===== src/rtl/alarm_controller.sv =====
// Minute-resolution alarm controller: watches the clock's sec/min counters for the
// hh:MM:00 instant, rings for a bounded number of second ticks, supports stop/snooze.
module alarm_controller #(
    parameter int unsigned RING_SECS   = 30,
    parameter int unsigned SNOOZE_MINS = 5
) (
    input  logic       clk,
    input  logic       rst,
    input  logic [5:0] sec,
    input  logic [5:0] min,
    input  logic       arm_en,
    input  logic       set_valid,
    input  logic [5:0] set_min,
    output logic       set_ready,
    output logic       set_err,
    input  logic       stop,
    input  logic       snooze,
    output logic       ringing,
    output logic [1:0] state,
    output logic [5:0] alarm_min
);

    typedef enum logic [1:0] {
        DISARMED = 2'd0,
        ARMED    = 2'd1,
        RINGING  = 2'd2,
        SNOOZE   = 2'd3
    } state_t;

    localparam logic [5:0] RING_LAST  = 6'(RING_SECS - 1);
    localparam logic [6:0] SNOOZE_OFS = 7'(SNOOZE_MINS);
    localparam logic [5:0] MIN_MAX    = 6'd59;

    // Minute addition modulo 60; the 7-bit sum never exceeds 59 + 59.
    function automatic logic [5:0] add_mod60(input logic [5:0] a, input logic [6:0] b);
        logic [6:0] sum;
        sum = {1'b0, a} + b;
        if (sum >= 7'd60) begin
            sum = sum - 7'd60;
        end
        return sum[5:0];
    endfunction

    state_t     state_q, state_d;
    logic [5:0] alarm_min_q, alarm_min_d;
    logic [5:0] snooze_min_q, snooze_min_d;
    logic [5:0] ring_cnt_q, ring_cnt_d;
    logic [5:0] sec_q;
    logic       ringing_q;
    logic       set_err_q, set_err_d;
    logic       set_ready_q;

    logic       tick;
    logic       match;
    logic [5:0] target;
    logic       accept;
    logic       wr_ok;

    always_comb begin
        tick   = (sec != sec_q);
        target = (state_q == SNOOZE) ? snooze_min_q : alarm_min_q;
        match  = tick && (sec == 6'd0) && (min == target);
        accept = set_valid && set_ready_q;
        wr_ok  = accept && (set_min <= MIN_MAX);

        state_d      = state_q;
        alarm_min_d  = wr_ok ? set_min : alarm_min_q;
        snooze_min_d = snooze_min_q;
        ring_cnt_d   = ring_cnt_q;
        set_err_d    = accept && (set_min > MIN_MAX);

        if (!arm_en) begin
            state_d = DISARMED;
        end else begin
            case (state_q)
                DISARMED: state_d = ARMED;
                // Match is evaluated against the pre-write alarm_min.
                ARMED: begin
                    if (match) begin
                        state_d    = RINGING;
                        ring_cnt_d = 6'd0;
                    end
                end
                RINGING: begin
                    if (stop) begin
                        state_d = ARMED;
                    end else if (snooze) begin
                        state_d      = SNOOZE;
                        snooze_min_d = add_mod60(min, SNOOZE_OFS);
                    end else if (tick) begin
                        if (ring_cnt_q == RING_LAST) begin
                            state_d = ARMED;
                        end else begin
                            ring_cnt_d = ring_cnt_q + 6'd1;
                        end
                    end
                end
                SNOOZE: begin
                    if (stop || wr_ok) begin
                        state_d = ARMED;
                    end else if (match) begin
                        state_d    = RINGING;
                        ring_cnt_d = 6'd0;
                    end
                end
                default: state_d = DISARMED;
            endcase
        end
    end

    // Outputs are registered from the next state so ringing/set_ready track state exactly.
    always_ff @(posedge clk) begin
        if (rst) begin
            state_q      <= DISARMED;
            alarm_min_q  <= 6'd0;
            snooze_min_q <= 6'd0;
            ring_cnt_q   <= 6'd0;
            sec_q        <= 6'd0;
            ringing_q    <= 1'b0;
            set_err_q    <= 1'b0;
            set_ready_q  <= 1'b1;
        end else begin
            state_q      <= state_d;
            alarm_min_q  <= alarm_min_d;
            snooze_min_q <= snooze_min_d;
            ring_cnt_q   <= ring_cnt_d;
            sec_q        <= sec;
            ringing_q    <= (state_d == RINGING);
            set_err_q    <= set_err_d;
            set_ready_q  <= (state_d != RINGING);
        end
    end

    assign state     = state_q;
    assign alarm_min = alarm_min_q;
    assign ringing   = ringing_q;
    assign set_err   = set_err_q;
    assign set_ready = set_ready_q;

endmodule


===== config.mk =====
export PLATFORM = sky130hd
export DESIGN_NAME = alarm_controller
export DESIGN_NICKNAME = d
export VERILOG_FILES = /design/src/rtl/alarm_controller.sv
export SDC_FILE = /design/constraint.sdc
export NUM_CORES = 1
export LEC_CHECK = 0
export BUFFER_PORTS_ARGS = -buffer_cell sky130_fd_sc_hd__buf_2
export CORE_MARGIN = 2
export CORE_UTILIZATION = 58
export DETAILED_ROUTE_END_ITERATION = 10
export PLACE_DENSITY = 0.84
export SYNTH_ARGS = -nofsm -noshare
export SYNTH_HDL_FRONTEND = slang
export SYNTH_SLANG_ARGS = --single-unit

===== constraint.sdc =====
create_clock -name clk -period 7.82 [get_ports clk]
set_clock_uncertainty 0.1 [all_clocks]
set_input_delay 1.564 -clock clk [delete_from_list [all_inputs] [get_ports clk]]
set_output_delay 1.564 -clock clk [all_outputs]
set_load 0.01 [all_outputs]

==> impl_metrics.yaml <==
status:
  status: "finished clean"
logic_synthesis:
  synth_top_family_by_area: "simple AND/OR/NAND/NOR gates"
  ys_ff_latch: 29
  synth_nets: 223
  syn_area_mm2: 0.001707
  synth_xor_area_share_pct: 6.672
  yosys.area_share.adder_pct: 2.933
  syn_inst: 195
  syn_area_per_cell_um2: 8.752
  yosysWarnings: 0
  synth_cell_types: 48
  synthMuxAreaShare_pct: 4.179
  synth-simple-area-share_pct: 28.08
  yosysSeqAreaShare_pct: 34.02
  synth_compound_area_share_pct: 20.75
pwr:
  combPwrFrac_pct: 15.7
  switching_share_pct: 26.38
  intPower_mw: 0.2153
  power_per_cell_area_mw_per_mm2: 151.1
  pwr-share-clk_pct: 31.2
  p_leak_nw: 0.7669
  vdd_ir_drop_max_uv: 132.2
  power_switching_mw: 0.07714
  p_seq_share_pct: 53.1
  power_mw: 0.2924
sta:
  timing.fmax_ghz: 0.2838
  finalCritPeriodShare_pct: 45.07
  tns_ns: 0
  worst_slew_pin_slew_ns: 0.7556
  finalCriticalPeriod_ns: 3.524
  holdWs_ns: 0.4061
  setup_viol: 0
  relSlewSlack_pct: 49.24
  rsz0062_at_grt: "no"
  finalHoldViolations: 0
  drv_slew: 0
cts:
  cts_made_buffers: 5
  cts_setup_buffers: 0
  clk_latency_ns: 0.32
  postCtsResizedCells: 0
  cts_tree: "done"
  clk_path_buf_depth: 2
  ctsHoldBuffers: 0
  cts.sinks: 29
  ctsHtreeMaxLevel: 2
  clk_pin_slew_ns: 0.09
  cts_root_buffer: "clkbuf_4"
placed_design:
  dpl.cell_count: 251
  finalWeightedCongestion: 0.8424
  port_buffers: 34
  placed_area_mm2: 0.001881
  hpwlAfterDp_mm: 2.604
die:
  die_area_mm2: 0.003392
  rows: 19
  start_util_pct: 61.36
  die_w_um: 58.25
  io_pins: 35
  core_mm2: 0.002781
  fp.dieH_um: 58.25
setup_path:
  crit_chain: "buf_2 -> ha_1 -> xnor2_1 -> ha_1 -> or3b_2 -> a21oi_1 -> a2111oi_2 -> nand2_1 -> xnor2_1 -> mux2i_1 -> nor2_1"
  setup.worst_path.class: "primary input to register"
  cp_slowest_cell: "a2111oi_2"
  cp.arrival_ns: 3.63
  crit_path_start_kind: "primary input"
  cp_data_required_time_ns: 7.93
  critPathMaxFanout: 10
  cp-end-kind: "register"
  worst_r2r_path_depth: 7
  crit_path_max_incr_delay_ns: 0.48
global_routing:
  first_global_vias: 1422
  antenna_found_initial: 0
  overflow: 0
  track_usage_pct: 23.09
  grt_max_degree: 21
  grt_pass1_wl_mm: 6.051
final_layout:
  area_growth_syn_to_layout_pct: 13.42
  antennaDiodeCount: 0
  final_common_cell: "buf_2"
  stdcell_count: 258
  layout_common_cells: "buf_2 (34), dfxtp_1 (29), nor2b_1 (21), nor2_1 (17), o21ai_0 (12)"
  nets: 255
  final_cell_area_mm2: 0.001936
  drive_gt1_share_pct: 25.11
worst_hold_path:
  hp-class: "register to register"
  holdPathStages: 2
drt:
  drt_iter0_markers: 49
  drc_errors: 0
  detail-route-antenna-nets: 0
  vias: 1499
  wl_per_cell_um: 13.53
  wirelength_mm: 3.491
  firstDrtPassIters: 4
  viasPerCell: 5.810
flow_run:
  cap_violations: 0
## power by group through the flow
| stage | registers [mW] | clock network [mW] | logic [mW] |
|---|---|---|---|
| finish | 0.155 | 0.0912 | 0.0459 |
| global route | 0.156 | 0.0998 | 0.0512 |
| CTS | 0.155 | 0.0927 | 0.0461 |
| detailed placement | 0.159 | 0 | 0.0456 |
| global placement | 0.159 | 0 | 0.0448 |
| floorplan | 0.159 | 0 | 0.0294 |
## metal layers
| metal | track usage (%) | wire [um] | part of all wire, % |
|---|---|---|---|
| met4 | 7.641 | 35 | 1.0 |
| met2 | 38.80 | 1625 | 47 |
| met3 | 6.696 | 228 | 6.5 |
| met1 | 28.33 | 1601 | 46 |
| met5 | 0 | 0 | 0 |
## cells by family (layout without fill, tap and decap cells)
logic type,count (synthesis),count (layout)
AND/OR/NAND/NOR,81,81
AO/OA/AOI/OAI,46,46
flip-flops,29,29
buffers and inverters,15,47
XOR/XNOR,13,13
multiplexers,7,7
adder cells (fa/ha/maj),4,4
## metrics by stage
| step | util (%) | setup slack (ns) |
|---|---|---|
| after global routing | 69.59 | 4.039 |
| after detailed placement | 67.61 | 3.964 |
| after global placement | 67.61 | 4.058 |
| final | 69.59 | 4.296 |
| after CTS | 69.59 | 4.306 |
| after floorplan | - | 4.240 |
## cell usage after synthesis (all sizes together)
master | instances | area (um^2)
a2111oi | 1 | 15.01
a211oi | 4 | 30.03
a21boi | 1 | 7.510
a21oi | 6 | 30.03
a221oi | 1 | 8.760
a31o | 2 | 17.52
a31oi | 2 | 12.51
a41oi | 1 | 8.760
and2 | 4 | 26.28
and3b | 1 | 8.760
and4b | 1 | 10.01
buf | 1 | 5.000
clkbuf | 8 | 30.03
dfxtp | 29 | 580.6
ha | 4 | 50.05
inv | 6 | 22.52
mux2 | 1 | 11.26
mux2i | 6 | 60.06
nand2 | 11 | 41.29
nand2b | 4 | 25.02
nand3 | 3 | 20.02
nand3b | 2 | 15.01
nand4 | 8 | 50.05
nand4b | 1 | 8.760
nor2 | 17 | 63.81
nor2b | 21 | 131.4
nor3 | 4 | 30.03
nor3b | 1 | 7.510
nor4 | 1 | 21.27
o2111a | 2 | 25.02
o2111ai | 1 | 8.760
o211a | 3 | 37.54
o21ai | 13 | 65.06
o221a | 4 | 45.04
o22a | 1 | 8.760
o2bb2ai | 1 | 8.760
o31ai | 1 | 7.510
o41ai | 2 | 17.52
or3b | 1 | 8.760
or4 | 1 | 11.26
xnor2 | 11 | 96.34
xor2 | 2 | 17.52
## sequential cells by signal (all words and copies together), names as in the netlist
| signal | cells |
|---|---|
| alarm_min | 6 |
| sec_q | 6 |
| set_err | 1 |
| ring_cnt_q | 6 |
| state | 2 |
| set_ready | 1 |
| snooze_min_q | 6 |
| ringing | 1 |
## critical path, delay by kind of cell
family	cells	cell delay (ns)
buffers and inverters	1	0.15
adder cells (fa/ha/maj)	2	0.54
multiplexers	1	0.13
AO/OA/AOI/OAI	2	0.55
XOR/XNOR	2	0.40
AND/OR/NAND/NOR	3	0.30
## final cells by class
| class | instances | area, um^2 |
|---|---|---|
| Sequential cell | 29 | 580.6 |
| Timing Repair Buffer | 34 | 170.2 |
| Clock buffer | 7 | 55.05 |
| Inverter | 6 | 22.52 |
| Fill cell | 235 | 845.8 |
| Multi-Input combinational cell | 151 | 1069 |
| Tap cell | 31 | 38.79 |
## path summary, 6_finish.rpt
kind            startpoint              end  slack (ns)
min          ring_cnt_q[3]    ring_cnt_q[3]        0.41
min reg2reg  ring_cnt_q[3]    ring_cnt_q[3]        0.41
max reg2reg       state[0]    ring_cnt_q[3]        5.55
max                 min[0]  snooze_min_q[4]        4.30
Note: power is estimated with default switching activity, not from simulation.
